[src/rtl/truth_table_scanner.sv]
// truth_table_scanner: steps abc through every input combination, lets the
// function under test settle for SETTLE cycles per vector, captures f into a
// truth-table word and pulses done when the table is complete.
// Optional macro TT_SCAN_COUNT_EN adds a registered popcount of the table
// (minterm_count); without it minterm_count is tied to zero.
`timescale 1ns/1ps

module truth_table_scanner #(
  parameter int N_IN   = 3,
  parameter int SETTLE = 1
) (
  input  logic                 clk,
  input  logic                 rst_n,
  input  logic                 start,
  output logic [N_IN-1:0]      abc,
  input  logic                 f,
  output logic                 busy,
  output logic                 done,
  output logic [2**N_IN-1:0]   truth_table,
  output logic [N_IN:0]        minterm_count
);

  localparam int NV = 2**N_IN;
  localparam int CW = (SETTLE > 1) ? $clog2(SETTLE) : 1;
  localparam logic [CW-1:0]   CNT_INIT = CW'(SETTLE - 1);
  localparam logic [CW-1:0]   CNT_ONE  = CW'(1);
  localparam logic [N_IN-1:0] IDX_ONE  = N_IN'(1);
  localparam logic [N_IN-1:0] IDX_LAST = {N_IN{1'b1}};

  localparam logic [1:0] S_IDLE   = 2'd0;
  localparam logic [1:0] S_WAIT   = 2'd1;
  localparam logic [1:0] S_SAMPLE = 2'd2;
  localparam logic [1:0] S_DONE   = 2'd3;

  logic [1:0]      state;
  logic [N_IN-1:0] idx;
  logic [CW-1:0]   cnt;
  logic [NV-1:0]   table_nxt;
  logic            sample_last;

  // Table with the current f merged in at the current index.
  always_comb begin
    table_nxt      = truth_table;
    table_nxt[idx] = f;
  end

  assign sample_last = (state == S_WAIT) && (cnt == '0) && (idx == IDX_LAST);

  // Scan sequencer. f is captured on the final WAIT edge so each vector costs
  // exactly SETTLE+1 cycles; SAMPLE then advances to the next vector. The last
  // capture goes straight to DONE so done follows the final sample edge.
  always_ff @(posedge clk or negedge rst_n) begin
    if (!rst_n) begin
      state       <= S_IDLE;
      abc         <= '0;
      idx         <= '0;
      cnt         <= '0;
      busy        <= 1'b0;
      done        <= 1'b0;
      truth_table <= '0;
    end else begin
      case (state)
        S_IDLE: begin
          if (start) begin
            abc         <= '0;
            idx         <= '0;
            truth_table <= '0;
            cnt         <= CNT_INIT;
            busy        <= 1'b1;
            state       <= S_WAIT;
          end
        end
        S_WAIT: begin
          if (cnt == '0) begin
            truth_table <= table_nxt;
            if (idx == IDX_LAST) begin
              busy  <= 1'b0;
              done  <= 1'b1;
              state <= S_DONE;
            end else begin
              state <= S_SAMPLE;
            end
          end else begin
            cnt <= cnt - CNT_ONE;
          end
        end
        S_SAMPLE: begin
          idx   <= idx + IDX_ONE;
          abc   <= idx + IDX_ONE;
          cnt   <= CNT_INIT;
          state <= S_WAIT;
        end
        S_DONE: begin
          done  <= 1'b0;
          state <= S_IDLE;
        end
        default: state <= S_IDLE;
      endcase
    end
  end

`ifdef TT_SCAN_COUNT_EN
  function automatic logic [N_IN:0] popcount(input logic [NV-1:0] v);
    logic [N_IN:0] c;
    c = '0;
    for (int i = 0; i < NV; i++) c = c + {{N_IN{1'b0}}, v[i]};
    return c;
  endfunction

  // Count of ones in the completed table, loaded on the DONE entry edge.
  always_ff @(posedge clk or negedge rst_n) begin
    if (!rst_n) minterm_count <= '0;
    else if (sample_last) minterm_count <= popcount(table_nxt);
  end
`else
  assign minterm_count = '0;
`endif

endmodule

[config.mk]
export PLATFORM = sky130hd
export DESIGN_NAME = truth_table_scanner
export DESIGN_NICKNAME = d
export VERILOG_FILES = /design/src/rtl/truth_table_scanner.sv
export SDC_FILE = /design/constraint.sdc
export NUM_CORES = 1
export LEC_CHECK = 0
export ABC_AREA = 1
export CAP_MARGIN = 20
export CELL_PAD_IN_SITES_DETAIL_PLACEMENT = 0
export CELL_PAD_IN_SITES_GLOBAL_PLACEMENT = 1
export CORE_MARGIN = 5
export CORE_UTILIZATION = 33
export CTS_CLUSTER_DIAMETER = 120
export CTS_CLUSTER_SIZE = 20
export DETAILED_ROUTE_END_ITERATION = 10
export GPL_ROUTABILITY_DRIVEN = 0
export PLACE_DENSITY = 0.79
export SLEW_MARGIN = 20
export SYNTH_ARGS = -nofsm -noshare
export SYNTH_HDL_FRONTEND = slang
export SYNTH_SLANG_ARGS = --single-unit
export TNS_END_PERCENT = 20
[constraint.sdc]
create_clock -name clk -period 1.6 [get_ports clk]
set_clock_uncertainty 0.05 [all_clocks]
set_input_delay 0.32 -clock clk [delete_from_list [all_inputs] [get_ports clk]]
set_output_delay 0.32 -clock clk [all_outputs]
set_load 0.02 [all_outputs]
; ---- Yosys cells after proc, flatten, opt, wreduce, memory -nomap -nowiden
; Cells that the tools add are included.
[op_classes]
eq_ne = 7
n_reduce_logical = 12
mux = 22
add_sub_neg = 2
magnitude_cmp = 2
[op_table]
columns = cell, count
row1 = 2-to-1 mux 8 bit, 2
row2 = one-hot mux 8 bit (2 select lines), 1
row3 = 2-to-1 mux 1 bit, 9
row4 = bitwise mux 8 bit, 1
row5 = one-hot mux 2 bit (4 select lines), 1
row6 = one-hot mux 3 bit (2 select lines), 1
row7 = AND reduction 2 bit, 3
row8 = AND reduction 3 bit, 2
row9 = nonzero test 2 bit, 3
row10 = "equality test 2 bit, second input constant", 2
row11 = "less-than comparator 3 x 4 -> 1 bit, second input constant", 1
row12 = 2-to-1 mux 2 bit, 2
row13 = "inequality test 2 bit, second input constant", 2
row14 = one-hot mux 1 bit (2 select lines), 2
row15 = AND reduction 4 bit, 1
row16 = "adder 3 x 1 -> 3 bit, second input constant", 1
row17 = demux 1 bit (select 3 bit), 1
row18 = "equality test 3 bit, second input constant", 1
row19 = "greater-or-equal comparator 3 x 1 -> 1 bit, second input constant", 1
row20 = 2-to-1 mux 3 bit, 1
row21 = one-hot mux 1 bit (3 select lines), 1
row22 = nonzero test 3 bit, 1
row23 = "equality test 2 x 1 -> 1 bit, second input constant", 1
row24 = logical NOT 2 bit, 1
row25 = 3 further kinds, 3
[totals]
ff_bits = 16
output_inout_bits = 17

; ---- Logic depth before layout (Yosys ltp)
; Gate-level depths: netlist (run 1).
[depth]
word_depth = 7
mapped_depth = 7
depth_no_buf = 6

; ---- Worst setup path after synthesis (run 1)
; OpenSTA, ideal clock, no wires.
[synth_path]
kind = register -> register
start = register idx[1]
end = register idx[2]
slack_ps = 315
t_arrival_ps = 1108
period_less_slack_ps = 1285
path_stages_with_launch = 5
required_ps = 1423
path_buffers = 0
cell_sequence = dfrtp_1 ha_1 ha_1 nand3_1 o21ai_0
[synth_via]
elab_chain_cells = 2
[synth_rtl]
columns = element, line_no
row1 = start: declaration, 36  ; logic [N_IN-1:0] idx;
row2 = start signal: assignment, 88  ; idx <= idx + IDX_ONE;
row3 = adder 3 x 1 -> 3 bit, 88
row4 = one-hot mux 3 bit (2 select lines), 62  ; case (state)
; Every way passes these cells.
; A chain may end at the register's enable or synchronous reset.

; ---- Worst setup path after layout (run 1)
[layout_path]
start = register truth_table[3]
end = output truth_table[3]
[layout_rtl]
columns = element, line_no
row1 = start: declaration, 19  ; output logic [2**N_IN-1:0] truth_table,
row2 = start signal: assignment, 75  ; truth_table <= table_nxt;
; No word-level cell between the ends.

==> impl_metrics.tcl, run 1 <==
set metrics [dict create \
    crit_fanout 2 \
    layout_commonest_cell "nand2_1" \
    numCtsBuffers 3 \
    synth_top_family_by_area "simple AND/OR/NAND/NOR gates" \
    die_area_mm2 0.003516 \
    antenna_found_initial 0 \
    synth-warning-count 0 \
    drt-met1-wl_um 869 \
    firstDrtPassIters 4 \
    outcome "completed" \
    hold_viol 0 \
    avgSynthCellArea_um2 7.941 \
    grt-ovfl-total 0 \
    ir_worst_vdd_uv 889.8 \
    antenna_cells 0 \
    nFillCells 240 \
    clockRootBuffer "clkbuf_4" \
    synth_area_um2 802.0 \
    arrival_ns 1.00 \
    ios 21 \
    slowest_delay_ns 0.39 \
    netlist_top_cells_area "dfrtp_1 (47%), nand2_1 (14%), nand3_1 (8.7%)" \
    wire_per_inst_um 11.56 \
    leakagePower_uw 0.0005729 \
    nets 128 \
    cts_setup_buffers 0 \
    fin_tns_setup_ns 0 \
    end_kind "output pin" \
    maxCapViolCount 0 \
    r2r-end "idx[2]$_DFFE_PN0P_" \
    rsz0062_at_grt "false" \
    min_path_type "in2async" \
    critical_path_buf_inv_count 1 \
    drv_slew 0 \
    setup-violations-final 0 \
    reg2reg_slack_ns 0.27 \
    io_buffers 16 \
    cp.required_ns 1.23 \
    area_delta_synth_final_pct 24.34 \
    first_global_vias 641 \
    critical_path.cell_chain "dlygate4sd2_1" \
    synth_xor_area_share_pct 0 \
    synth_seq_cells 15 \
    routed_wl_mm 1.723 \
    grt_pass1_wl_mm 3.056 \
    cts_max_path_buffers 2 \
    hold_ws_ns 0.2855 \
    path_clk_slew_ns 0.10 \
    htreeDepth 1 \
    period_minus_slack_ns 1.374 \
    crit_type "reg2out" \
    coreArea_mm2 0.002276 \
    yosysSeqAreaShare_pct 46.80 \
    highest_layer "met4" \
    synthSimpleGateAreaFrac_pct 31.51 \
    dieWidth_um 59.30 \
    cts_tree "built" \
    initial_core_util_pct 35.24 \
    yosysUniqueCellTypes 21 \
    route.met3.wl_um 82 \
    yosysTopAreaCellShare_pct 46.80 \
    hpwl_mm 1.302 \
    grt_usage_pct 11.46 \
    worstReg2RegStart "idx[0]$_DFFE_PN0P_" \
    synth_largest_area_cell "dfrtp_1" \
    wl_met2_um 748 \
    postRouteAntennaNets 0 \
    synth.area.mux_share_pct 0 \
    drt_iter0_drc 11 \
    synthAdderAreaFrac_pct 3.120 \
    numClockSinks 15 \
    multi_input_area_um2 345.3 \
    synthCells 101 \
    grt_max_degree 16 \
    power_density_mw_per_mm2 1608 \
    synth_compound_area_share_pct 6.552 \
    crit_family "flip-flops" \
    finalCritPeriodShare_pct 85.88 \
    max_freq_mhz 727.8 \
    layout_common_cells "nand2_1 (29), dfrtp_1 (15), nand3_1 (14)" \
    startpoint_type "flip-flop" \
    clk_latency_ns 0.29 \
    die_y_um 59.30 \
    num_rows 17 \
    seq_area_um2 375.4 \
    vias_per_cell 4.591 \
    reg2reg_depth 5 \
    drive_gt1_share_pct 9.091 \
    drc_errors 0 \
    cp_slowest_cell "dfrtp_1" \
    vias 684 \
]
## cells in the mapped netlist
cell type and number:
nor2_4 1, o21ai_1 1, nand2_1 29, buf_6 1, ha_1 2, conb_1 1, dfrtp_1 15, a21oi_1 2
inv_2 1, nor3_1 1, buf_4 4, a22oi_1 2, a21boi_0 1, nand3_2 1, inv_1 10, buf_2 2
o21ai_0 3, nand2_4 1, nand3_1 14, nor2_1 8, nand4_1 1
## area by class of cell
class                   instances  area share [%]
flip-flops and latches         15           37.64
multi-input cells              71           34.63
repair buffers                 20           17.44
inverters                      11           4.141
well taps                      28           3.513
clock buffers                   4           2.635
## state kept, by name (all words and copies together) (netlist names)
| name | flops |
|---|---|
| done | 1 |
| state | 2 |
| truth_table | 8 |
| busy | 1 |
| idx | 3 |
## worst max path at each step
| stage | startpoint | to | slack, ns | cells after the start |
|---|---|---|---|---|
| after floorplan | idx[1]$_DFFE_PN0P_ | idx[2]$_DFFE_PN0P_ | 0.32 | 4 |
| after global placement | start | truth_table[5]$_DFFE_PN0P_ | 0.16 | 6 |
| after detailed placement | start | idx[1]$_DFFE_PN0P_ | 0.16 | 4 |
| after CTS | truth_table[3]$_DFFE_PN0P_ | truth_table[3] | 0.21 | 1 |
| after global routing | truth_table[4]$_DFFE_PN0P_ | truth_table[4] | 0.19 | 1 |
| final | truth_table[3]$_DFFE_PN0P_ | truth_table[3] | 0.23 | 1 |
## per-layer routing
metal	global-route usage, %	vias up
li1	-	354
met1	16.73	312
met2	15.76	14
met3	2.832	4
met4	4.854	0
met5	0	-
## power by group
group	switching, µW	leakage (µW)	internal, µW
registers	91.3	0.000197	488
logic	534	0.000361	271
clock network	122	0.0000150	96.8
total	748	0.000573	856
## logic make-up after synthesis
| logic type | Yosys count |
|---|---|
| AO/OA/AOI/OAI | 9 |
| adder cells (fa/ha/maj) | 2 |
| buffers and inverters | 18 |
| flip-flops | 15 |
| other | 1 |
| AND/OR/NAND/NOR | 56 |
## metrics by stage
| step | cell area [µm²] | total power, µW | utilization, % | worst slack [ns] | std cells |
|---|---|---|---|---|---|
| floorplan | 813.3 | 1158 | - | 0.3154 | 104 |
| global placement | 987.2 | 1446 | 43.38 | 0.1581 | 145 |
| detailed placement | 987.2 | 1459 | 43.38 | 0.1637 | 145 |
| CTS | 997.2 | 1626 | 43.82 | 0.2098 | 149 |
| global route | 997.2 | 1758 | 43.82 | 0.1856 | 149 |
| finish | 997.2 | 1604 | 43.82 | 0.2259 | 149 |
## timing repair
| item | in CTS | in global routing |
|---|---|---|
| gates resized for setup | 13 | 0 |
| hold buffers | 0 | 0 |
| endpoints found under the setup margin | 13 | 0 |
| hold endpoints to repair | 0 | 0 |
No activity file was read; power rests on OpenSTA's default activity.
==> run 2, diff against run 1 <==
--- a/config.mk
+++ b/config.mk
@@ -6,6 +6,7 @@
 export NUM_CORES = 1
 export LEC_CHECK = 0
 export ABC_AREA = 1
+export ABC_CLOCK_PERIOD_IN_PS = 1600
 export CAP_MARGIN = 20
 export CELL_PAD_IN_SITES_DETAIL_PLACEMENT = 0
 export CELL_PAD_IN_SITES_GLOBAL_PLACEMENT = 1
==> results of run 2 <==
No change in the layout: final DEF, timing and power equal those of run 1.
==> run 3, diff against run 2 <==
--- a/config.mk
+++ b/config.mk
@@ -6,17 +6,18 @@
 export NUM_CORES = 1
 export LEC_CHECK = 0
 export ABC_AREA = 1
-export ABC_CLOCK_PERIOD_IN_PS = 1600
+export ABC_CLOCK_PERIOD_IN_PS = 1200
 export CAP_MARGIN = 20
 export CELL_PAD_IN_SITES_DETAIL_PLACEMENT = 0
 export CELL_PAD_IN_SITES_GLOBAL_PLACEMENT = 1
 export CORE_MARGIN = 5
-export CORE_UTILIZATION = 33
+export CORE_UTILIZATION = 38
 export CTS_CLUSTER_DIAMETER = 120
 export CTS_CLUSTER_SIZE = 20
 export DETAILED_ROUTE_END_ITERATION = 10
+export DONT_BUFFER_PORTS = 1
 export GPL_ROUTABILITY_DRIVEN = 0
-export PLACE_DENSITY = 0.79
+export PLACE_DENSITY = 0.73
 export SLEW_MARGIN = 20
 export SYNTH_ARGS = -nofsm -noshare
 export SYNTH_HDL_FRONTEND = slang
==> constraint.sdc (replaced) <==
create_clock -name clk -period 1.2 [get_ports clk]
set_clock_uncertainty 0.05 [all_clocks]
set_input_delay 0.24 -clock clk [delete_from_list [all_inputs] [get_ports clk]]
set_output_delay 0.24 -clock clk [all_outputs]
set_load 0.02 [all_outputs]
==> run 3 against run 2 <==
Net effect: the run now ends with setup timing left; register-to-register slack worse by 0.26 ns; global-route usage is 2.1 points higher; sequential power is 58% higher; cell count is 3.4% lower; non-clock buffer count is 4 lower; combinational power is 61% higher; critical endpoint is now abc[1]; highest routed layer unchanged.
==> impl_metrics.tcl, run 3 (synthesized netlist as in run 1, its figures left out) <==
set metrics [dict create \
    cts_tree "built" \
    grt_most_used_layer "met2" \
    initial_core_util_pct 40.47 \
    ios 21 \
    drc_errors 0 \
    num_rows 16 \
    io_buffers 0 \
    finalCritPeriodShare_pct 100.7 \
    htreeDepth 1 \
    arrival_ns 0.92 \
    die_area_mm2 0.003129 \
    failed_checks "setup timing" \
    drv_slew 0 \
    nets 124 \
    drive_gt1_share_pct 29.91 \
    top_register "truth_table" \
    grt_usage_pct 13.58 \
    power_density_mw_per_mm2 2461 \
    firstDrtPassIters 4 \
    period_minus_slack_ns 1.208 \
    critical_path_buf_inv_count 1 \
    grt_max_degree 16 \
    die_y_um 55.94 \
    area_delta_synth_final_pct 27.61 \
    routed_wl_mm 1.746 \
    clockRootBuffer "clkbuf_4" \
    rsz0062_at_grt "true" \
    dieWidth_um 55.94 \
    met2_usage_pct 20.27 \
    first_global_vias 702 \
    fin_area_mm2 0.001023 \
    wire_per_inst_um 12.13 \
    ir_worst_vdd_uv 1115 \
    postRouteAntennaNets 0 \
    leakagePower_uw 0.0005341 \
    grt_pass1_wl_mm 3.312 \
    crit_fanout 6 \
    cp.required_ns 0.91 \
    vias_per_cell 4.778 \
    min_path_type "in2reg" \
    layout_common_cells "nand2_1 (28), nand3_1 (14), dfrtp_1 (11), buf_4 (11), inv_1 (9)" \
    crit_family "flip-flops" \
    outcome "finished, violations left" \
    maxCapViolCount 0 \
    cts_max_path_buffers 2 \
    numCtsBuffers 3 \
    numClockSinks 15 \
    clk_latency_ns 0.29 \
    grt-ovfl-total 0 \
    max_slew_margin_pct 51.58 \
    top_regs "truth_table x8, idx x3, state x2" \
    startpoint_type "flip-flop" \
    hpwl_mm 1.323 \
    place_area_um2 913.4 \
    largest_register_ffs 8 \
    setup-violations-final 2 \
    antenna_found_initial 0 \
    vias 688 \
    coreArea_mm2 0.001982 \
    slowest_delay_ns 0.48 \
    setup_slack_ns -0.008019 \
    critical_path.cell_chain "buf_6" \
    fin_tns_setup_ns -0.01264 \
    path_clk_slew_ns 0.10 \
    hold_viol 0 \
    antenna_cells 0 \
    drt_iter0_drc 16 \
    gr-usage-met1_pct 16.95 \
    layout_commonest_cell "nand2_1" \
    crit_type "reg2out" \
    cp_slowest_cell "dfrtp_2" \
    worstMarginPinSlew_ns 0.7240 \
    end_kind "output pin" \
    max_freq_mhz 827.8 \
    use_met3_pct 3.944 \
]
==> run 3: metrics by stage <==
stage               total power (µW)  util (%)  cells  hold slack, ns  worst slack [ns]
finish                          2519     51.64    144         0.04357         -0.008019
global route                    2756     51.64    144         0.04024          -0.06453
CTS                             2476     50.25    144         0.03465          -0.03589
detailed placement              2025     46.09    136         -0.1052          0.003518
global placement                2008     46.09    136         -0.1052           0.02103
floorplan                       1574         -    104         -0.1056          0.005826
==> run 3: final cells by class <==
cell class	count	area, µm²
Fill cell	198	958.4
Multi-Input combinational cell	71	385.4
Sequential cell	15	380.4
Timing Repair Buffer	16	155.1
Inverter	11	41.29
Tap cell	27	33.78
Clock buffer	3	22.52
Clock inverter	1	5.005
==> run 3: repair_timing <==
item	CTS	global route
buffers inserted	3	0
resized for setup	4	9
endpoints found under the hold margin	15	0
hold buffers	1	0
setup endpoints to repair	8	17
pin swaps	0	1
==> run 3: layer usage <==
layer | part of all wire [%] | up-vias
met5 | 0 | -
met4 | 3.3 | 0
met3 | 5.3 | 6
met2 | 47 | 16
met1 | 44 | 322
li1 | - | 344
==> run 3: power by group <==
part | switching (µW) | internal [µW] | leakage [µW]
combinational | 688 | 616 | 0.000325
sequential | 253 | 662 | 0.000191
clock | 176 | 124 | 0.0000177
total | 1120 | 1400 | 0.000534
==> run 3: worst paths after layout <==
check / to / startpoint / cells past startpoint / slack [ns]
worst max-delay path: abc[1] / idx[1]$_DFFE_PN0P_ / 1 / -0.008
worst min-delay path: truth_table[5]$_DFFE_PN0P_ / f / 2 / 0.04
worst max register to register: idx[2]$_DFFE_PN0P_ / idx[1]$_DFFE_PN0P_ / 4 / 0.01
worst min register to register: done$_DFFE_PN0P_ / state[1]$_DFFE_PN0P_ / 1 / 0.55
max in group asynchronous: idx[0]$_DFFE_PN0P_ / rst_n / 1 / 0.21
min in group asynchronous: truth_table[7]$_DFFE_PN0P_ / rst_n / 1 / 0.39
